### config.mk
export PLATFORM = sky130hd
export DESIGN_NAME = hdmi_rx_timing_meter
export DESIGN_NICKNAME = d
export VERILOG_FILES = /design/src/rtl/hdmi_rx_timing_meter.sv
export SDC_FILE = /design/constraint.sdc
export NUM_CORES = 1
export LEC_CHECK = 0
export ABC_AREA = 1
export CAP_MARGIN = 30
export CELL_PAD_IN_SITES_DETAIL_PLACEMENT = 0
export CELL_PAD_IN_SITES_GLOBAL_PLACEMENT = 1
export CORE_MARGIN = 2
export CORE_UTILIZATION = 38
export DETAILED_ROUTE_END_ITERATION = 6
export PLACE_DENSITY_LB_ADDON = 0.1
export SLEW_MARGIN = 10
export SYNTH_ARGS = -nofsm -noshare
export SYNTH_HDL_FRONTEND = slang
export SYNTH_SLANG_ARGS = --single-unit
export TNS_END_PERCENT = 1
### constraint.sdc
create_clock -name hdmiin_clk -period 1.8 [get_ports hdmiin_clk]
set_clock_uncertainty 0.15 [all_clocks]
set_input_delay 0.27 -clock hdmiin_clk [delete_from_list [all_inputs] [get_ports hdmiin_clk]]
set_output_delay 0.27 -clock hdmiin_clk [all_outputs]
set_load 0.02 [all_outputs]
### src/rtl/hdmi_rx_timing_meter.sv
// hdmi_rx_timing_meter
// Measures the raster geometry of a received HDMI video bus (16-bit YCbCr 4:2:2
// with DE/HSYNC/VSYNC), publishes it once per frame, declares lock when the
// geometry repeats, and checks the {8'h80, ramp} loopback test pattern.
//
// Ports (single clock domain, synchronous active-high reset):
//   hdmiin_clk, hdmiin_rst          pixel clock / reset
//   hdmiin_de, hdmiin_hs, hdmiin_vs receiver timing inputs (positive sync)
//   hdmiin_data[15:0]               [15:8] chroma, [7:0] luma
//   chk_en                          ramp checker enable (low clears err_cnt)
//   htotal, hactive                 clocks per line, clocks per DE run
//   vtotal, vactive                 HS rises and DE rises per frame
//   fcnt                            published frame count (wraps)
//   frame_stb                       pulse coincident with each publish
//   locked                          geometry stable for LOCK_FRAMES publishes
//   err_cnt                         ramp-check errors (saturating)
module hdmi_rx_timing_meter #(
    parameter int CW          = 12,
    parameter int LOCK_FRAMES = 2,
    parameter int WD_BITS     = 23
) (
    input  logic          hdmiin_clk,
    input  logic          hdmiin_rst,
    input  logic          hdmiin_de,
    input  logic          hdmiin_hs,
    input  logic          hdmiin_vs,
    input  logic [15:0]   hdmiin_data,
    input  logic          chk_en,
    output logic [CW-1:0] htotal,
    output logic [CW-1:0] hactive,
    output logic [CW-1:0] vtotal,
    output logic [CW-1:0] vactive,
    output logic [15:0]   fcnt,
    output logic          frame_stb,
    output logic          locked,
    output logic [15:0]   err_cnt
);
    localparam int MW = $clog2(LOCK_FRAMES + 1);
    localparam logic [MW-1:0]      MATCH_MAX = MW'(LOCK_FRAMES);
    // One below all-ones: the trip fires on the edge the counter reaches all-ones.
    localparam logic [WD_BITS-1:0] WD_TRIP   = {{(WD_BITS-1){1'b1}}, 1'b0};

    typedef enum logic {IDLE, ARMED} state_t;
    typedef struct packed {
        logic [CW-1:0] ht;
        logic [CW-1:0] ha;
        logic [CW-1:0] vt;
        logic [CW-1:0] va;
    } geom_t;

    (* IOB = "TRUE" *) logic        de_r, hs_r, vs_r;
    (* IOB = "TRUE" *) logic [15:0] data_r;
    logic               de_d, hs_d, vs_d;
    logic [7:0]         luma_d;
    logic               hs_rise, vs_rise, de_rise, de_fall;
    logic [CW-1:0]      pcnt, run, lcnt, acnt;
    logic [CW-1:0]      h_m, ha_m, v_m, va_m;
    geom_t              meas, pub_g;
    logic [MW-1:0]      match, match_nx;
    logic [WD_BITS-1:0] wd;
    logic               wd_trip, pub_arm, pub_req, bad_pix;
    state_t             state_q, state_d;

    assign hs_rise = hs_r & ~hs_d;
    assign vs_rise = vs_r & ~vs_d;
    assign de_rise = de_r & ~de_d;
    assign de_fall = ~de_r & de_d;

    // A VS rise clears the watchdog in the same cycle, so it wins over a trip.
    assign wd_trip = (wd == WD_TRIP) & ~vs_rise;

    assign meas = '{ht: h_m, ha: ha_m, vt: v_m, va: va_m};

    assign htotal  = pub_g.ht;
    assign hactive = pub_g.ha;
    assign vtotal  = pub_g.vt;
    assign vactive = pub_g.va;

    // First pixel of a line (de_d low) only has its chroma byte checked.
    assign bad_pix = chk_en & de_r &
                     ((data_r[15:8] != 8'h80) | (de_d & (data_r[7:0] != luma_d + 8'd1)));

    always_comb begin
        match_nx = '0;
        if (meas == pub_g)
            match_nx = (match == MATCH_MAX) ? match : match + 1'b1;
    end

    always_comb begin
        state_d = state_q;
        pub_arm = 1'b0;
        if (wd_trip)
            state_d = IDLE;
        else if (vs_rise) begin
            if (state_q == IDLE) state_d = ARMED;  // partial frame: arm only
            else                 pub_arm = 1'b1;
        end
    end

    always_ff @(posedge hdmiin_clk) begin
        if (hdmiin_rst) state_q <= IDLE;
        else            state_q <= state_d;
    end

    always_ff @(posedge hdmiin_clk) begin
        if (hdmiin_rst) begin
            {de_r, hs_r, vs_r, data_r} <= '0;
            {de_d, hs_d, vs_d, luma_d} <= '0;
            {pcnt, run, lcnt, acnt}    <= '0;
            {h_m, ha_m, v_m, va_m}     <= '0;
            pub_g     <= '0;
            match     <= '0;
            locked    <= 1'b0;
            fcnt      <= '0;
            frame_stb <= 1'b0;
            pub_req   <= 1'b0;
            wd        <= '0;
            err_cnt   <= '0;
        end else begin
            {de_r, hs_r, vs_r, data_r} <= {hdmiin_de, hdmiin_hs, hdmiin_vs, hdmiin_data};
            {de_d, hs_d, vs_d, luma_d} <= {de_r, hs_r, vs_r, data_r[7:0]};

            if (hs_rise) begin
                h_m  <= (pcnt == '1) ? pcnt : pcnt + 1'b1;
                pcnt <= '0;
            end else if (pcnt != '1) begin
                pcnt <= pcnt + 1'b1;
            end

            if (de_fall) begin
                ha_m <= run;
                run  <= '0;
            end else if (de_r && run != '1) begin
                run <= run + 1'b1;
            end

            // A rise coincident with VS is counted in the new frame.
            if (vs_rise) begin
                v_m  <= lcnt;
                va_m <= acnt;
                lcnt <= {{(CW-1){1'b0}}, hs_rise};
                acnt <= {{(CW-1){1'b0}}, de_rise};
            end else begin
                if (hs_rise && lcnt != '1) lcnt <= lcnt + 1'b1;
                if (de_rise && acnt != '1) acnt <= acnt + 1'b1;
            end

            // Publish one cycle after the VS rise so v_m/va_m already hold the frame.
            pub_req   <= pub_arm;
            frame_stb <= pub_req;
            if (pub_req) begin
                pub_g  <= meas;
                fcnt   <= fcnt + 16'd1;
                match  <= match_nx;
                locked <= (match_nx == MATCH_MAX);
            end else if (wd_trip) begin
                match  <= '0;
                locked <= 1'b0;
            end

            if (vs_rise)       wd <= '0;
            else if (wd != '1) wd <= wd + 1'b1;

            if (!chk_en)                        err_cnt <= '0;
            else if (bad_pix && err_cnt != '1) err_cnt <= err_cnt + 16'd1;
        end
    end
endmodule
======== Word level (Yosys, flattened, before mapping) ========
Cells that the tools add are included.
storage, ports and cells
  register bits ........................... 235
  input port bits ......................... 22
  output and inout port bits .............. 82
  word-level logic and storage cells ...... 92
cells by class
  add/subtract/negate cells ............... 9
  eq/ne operators ......................... 13
  mux-type cells .......................... 12
  bitwise gates (word level) .............. 15
  reduce and logical (&&, ||, !) cells .... 13
operators with widths
  operator               number
  $add 12x1->12 const B  4
  $eq 48x48->1           1
  $ne 12x12->1 const B   4
  $add 16x1->16 const B  2
  $add 23x1->23 const B  1
  $eq 23x23->1 const B   1
  $ne 23x23->1 const B   1
  $ne 16x16->1 const B   1
  $eq 12x12->1 const B   1
  $mux 12                1
  $reduce_or 2->1        5
  $add 8x1->8 const B    1
  $and 1x1->1            8
  $mux 2                 4
  $ne 8x8->1             1
  $ne 8x8->1 const B     1
  $mux 1                 7
  $not 1->1              6
  $reduce_bool 2->1      3
  $eq 2x2->1 const B     2
  $logic_and 1x1->1      4
  $reduce_or 3->1        1
  $add 2x1->2 const B    1
  $or 1x1->1             1

======== Depth between registers and ports, before layout ========
  word-level depth ........................ 6
  mapped depth ............................ 15
  depth with buffers taken out ............ 14

======== Worst setup path after synthesis ========
Ideal clock, no wire load.
  path kind ............................... register to register
  start ................................... register err_cnt[1]
  end ..................................... register err_cnt[7]
  setup time .............................. 124 ps
  data arrival time ....................... 1617 ps
  data required time ...................... 1526 ps
  setup slack ............................. -92 ps
  stages on the path, launching flop included .. 12
  buffers on the path ..................... 1
  clock period less this slack ............ 1892 ps
  cell sequence ........................... dfxtp_1 ha_1 nand3_1 nor2_1 nand3_1 buf_2 nand4_1 clkinv_1 nand3_1 nand2_1 nand2_1 nor2_1
on the way
  word-level cells in the longest chain between the ends .. 2
  elaborated cells on any way between the ends .. 3
  classes of those cells .................. add/sub (1); eq/ne (1); reduce/logical (1)
RTL lines
  item                                                   line  text
  start: declaration                                     36    output logic [15:0] err_cnt
  start signal: assignment                               165   else if (bad_pix && err_cnt != '1) err_cnt <= err_cnt + 16'd1;
  branches (longest 2 deep; another with $add 16x1->16)  n/a
Parallel ways; which one is timed is not known.
A chain may end at the register's enable or synchronous reset.

======== Worst setup path after layout ========
  start ................................... register luma_d[1]
  end ..................................... register err_cnt[5]
on the way
  word-level cells in the longest chain between the ends .. 6
RTL lines
  item                      line  text
  start: declaration        54    logic [7:0] luma_d;
  start signal: assignment  121   {de_d, hs_d, vs_d, luma_d} <= {de_r, hs_r, vs_r, data_r[7:0]};
  $add 8x1->8               81    ((data_r[15:8] != 8'h80) | (de_d & (data_r[7:0] != luma_d + 8'd1)));
  $ne 8x8->1                81
  $and 1x1->1               81
  $or 1x1->1                81
  $and 1x1->1               80    assign bad_pix = chk_en & de_r &
  $logic_and 1x1->1         165
Every way passes these cells.

==> impl_results.md <==
* DRC viols at 0
* Global route total overflow at 0
* Netlist cell types at 45
* Maxcap violations at 0
* Leakage at 6.252 nW
* Reg power frac at 0.465
* CTS buffer count at 28
* Crit path DAT at 2.10 ns
* Avg Cell Area, Syn at 7.315 µm²
* GRT Total Usage at 0.1856
* Hold Vio Cnt, Final at 0
* DIE WIDTH at 170.7 µm
* DR top layer: met4
* Starting Density at 0.3834
* Max clock buf depth at 3
* WHS Path Cells at 3
* DPL Wire Length at 19300 µm
* Leading area contributor after synthesis: dfxtp_1
* Period utilization at 1.015
* Sw Share at 0.2326
* Post-route ant nets at 0
* Row count at 61
* Clk slew on worst S/H paths at 0.06 ns
* Critical Path RT at 2.08 ns
* Drt initial violations at 529
* Syn nets at 1476
* Share of layout cells above drive strength 1 at 0.1770
* Psw at 0.002717 W
* 1st-pass router iterations at 5
* Post-Syn Area at 10560 µm²
* Fin nets at 1700
* Setup Fix Bufs, Post-CTS at 0
* Area occupied by multi-input gates at 5040 µm²
* Top cells by area, synth: dfxtp_1 45%, inv_1 7.3%, nand2_1 7.3%
* Met1 wire length at 13330 µm
* Routed len/inst at 13.06 µm
* Async set-reset flop share out of synthesis at 0
* Pwr Density at 838.6 nW/µm²
* Post-synth top area share at 0.4454
* CTS tree: yes
* Mapped Cells at 1444
* YS warnings at 0
* GP Congestion at 0.8129
* Max-Slew Margin vs Limit at 0.6612
* Cell with the most instances after synthesis: dfxtp_1
* Core ar. at 27550 µm²
* RSZ-0062 raised after global routing: true
* Clk_lat worst skew at 0.54 ns
* Final core utilization at 0.5054
* Initial antenna violation count at 0
* Vias in the first global route at 8940
* #FFs+latches synth at 235
* Die area at 29150 µm²
* Setup ws final at -0.02633 ns
* Placed cells at 2016
* Non-Filler Instances at 2062
* Largest net degree at the start of global routing at 56
* Place WS at -0.1262 ns
* Worst R2R Path Depth at 15
* Met2 routed WL at 12020 µm
* R2R Setup Slk at -0.03 ns
* DR vias at 9531
* Status: finished with violations
* Met3 WL at 1071 µm
* Setup crit end kind: register
* Internal Power at 0.008962 W
* WS Path Type: reg2reg
* Post-synth top cells: 235 x dfxtp_1, 206 x inv_1, 206 x nand2_1
* Clock sink total at 235
* Htree depth at 1
* Violated checks: setup timing
* Worst slew pin tran at 0.5082 ns
* Logic pwr share at 0.067
* Layout area overhead at 31.84%
* Hold-fix buffers, CTS at 0
* Via/cell ratio at 4.622
* Hold Path Class: in2reg
* Clock power share at 0.469
* Clk root buf: clkbuf_16
* Global-route wire length before repair at 44460 µm
* Port bufs at 103
* Fmax at 547.5 MHz
* Storage cell area at 4721 µm²
* I/O pins at 104
* Startpoint Class: register
* Crit-path max FO at 6
* Die Ht at 170.7 µm
* Routed WL at 26930 µm
* Main synth FF type: dfxtp_1
* Sequential share of the synthesized area at 0.4454
* Worst-case vdd ir drop at 0.5355 mV
* Number of synthesized flops with an enable pin at 0
* Final setup fails at 9
* Final Slew Violations at 0
* FILL cells at 2763
* ANT cells at 0
* Min cycle time layout at 1.826 ns
flip-flops by register name, summed over array words and instances, names as in the netlist, 16 cells and up:
| register | count |
|---|---|
| err_cnt | 16 |
| fcnt | 16 |
| wd | 23 |
| data_r | 16 |
path summary, 6_finish.rpt:
kind / startpoint / to
worst max register to register: luma_d[1]$_SDFF_PP0_ / err_cnt[5]$_SDFFE_PP0P_
worst max-delay path: luma_d[1]$_SDFF_PP0_ / err_cnt[5]$_SDFFE_PP0P_
worst min-delay path: hdmiin_rst / de_d$_SDFF_PP0_
worst min register to register: data_r[7]$_SDFF_PP0_ / luma_d[7]$_SDFF_PP0_
logic make-up (layout without fill, tap and decap cells):
family	after synthesis	in the layout	synth area share
flip-flops	235	235	0.4454
buffers and inverters	259	499	0.09642
adder cells (fa/ha/maj)	10	10	0.01185
AND/OR/NAND/NOR	621	621	0.2656
XOR/XNOR	73	73	0.06053
AO/OA/AOI/OAI	246	246	0.1202
power by group through the flow:
stage	Clock (W)	Sequential (W)	Combinational, W
2_1_floorplan	0	0.00554	0.000430
5_1_grt	0.00585	0.00544	0.000879
6_report	0.00548	0.00543	0.000777
4_1_cts	0.00566	0.00542	0.000774
3_5_place_dp	0	0.00553	0.000782
3_3_place_gp	0	0.00553	0.000780
stage by stage:
| stage | hold WS (ns) | area (µm²) | power [W] | TNS [ns] |
|---|---|---|---|---|
| floorplan | 0.2270 | 10570 | 0.005975 | -0.01869 |
| global placement | 0.2711 | 12940 | 0.006315 | -1.154 |
| detailed placement | 0.2825 | 12940 | 0.006317 | -1.631 |
| CTS | 0.04505 | 13750 | 0.01186 | -1.276 |
| global route | 0.05084 | 13930 | 0.01217 | -3.724 |
| finish | 0.06265 | 13930 | 0.01168 | -0.1656 |
layout make-up:
class,count,share of cell area
clock buffers,41,0.05966
clock inverters,5,0.004043
inverters,215,0.05795
multi-input cells,950,0.3619
flip-flops and latches,235,0.3390
well taps,378,0.03396
repair buffers,238,0.1435
per-layer routing:
metal,track usage,vias to the layer above
met5,0,-
met4,0.04459,0
met3,0.02776,34
met2,0.3063,155
met1,0.2550,4270
li1,-,5072
cells in the final DEF (no fill, tap or decap), types with 4 or more instances in the layout:
cell type,n
a21oi_1,99
a31oi_1,7
buf_12,5
buf_4,132
clkbuf_1,6
clkbuf_16,29
clkbuf_2,4
clkbuf_8,6
clkdlybuf4s15_1,9
clkdlybuf4s50_1,20
clkinv_1,6
dfxtp_1,222
dfxtp_2,13
dlygate4sd2_1,65
ha_1,6
inv_1,199
inv_2,10
nand2_1,198
nand2_2,17
nand3_1,58
nand3_2,10
nand4_1,40
nor2_1,191
nor2_2,21
nor2_4,8
nor3_1,39
nor3_2,9
nor4_1,6
o21ai_0,116
o21ai_1,7
o22ai_1,8
or2_2,9
xnor2_1,40
xor2_1,30
critical path: stages (launching register included):
cell     delay, ns
dfxtp_2       0.33
ha_4          0.27
inv_2         0.03
nand2_2       0.04
nand2_2       0.04
nor2_2        0.09
nand3_2       0.08
nor2_2        0.09
nand3_2       0.07
nand2_2       0.08
nand2_4       0.08
buf_4         0.16
nand3_1       0.06
nand2_1       0.05
nand2_1       0.05
nor2_1        0.03
repair_timing:
action / 4_1_cts / 5_1_grt
endpoints found under the setup margin: 108 / 87
pin swaps: 2 / 5
resized for setup: 94 / 77
Note: power is estimated with default switching activity, not from simulation.
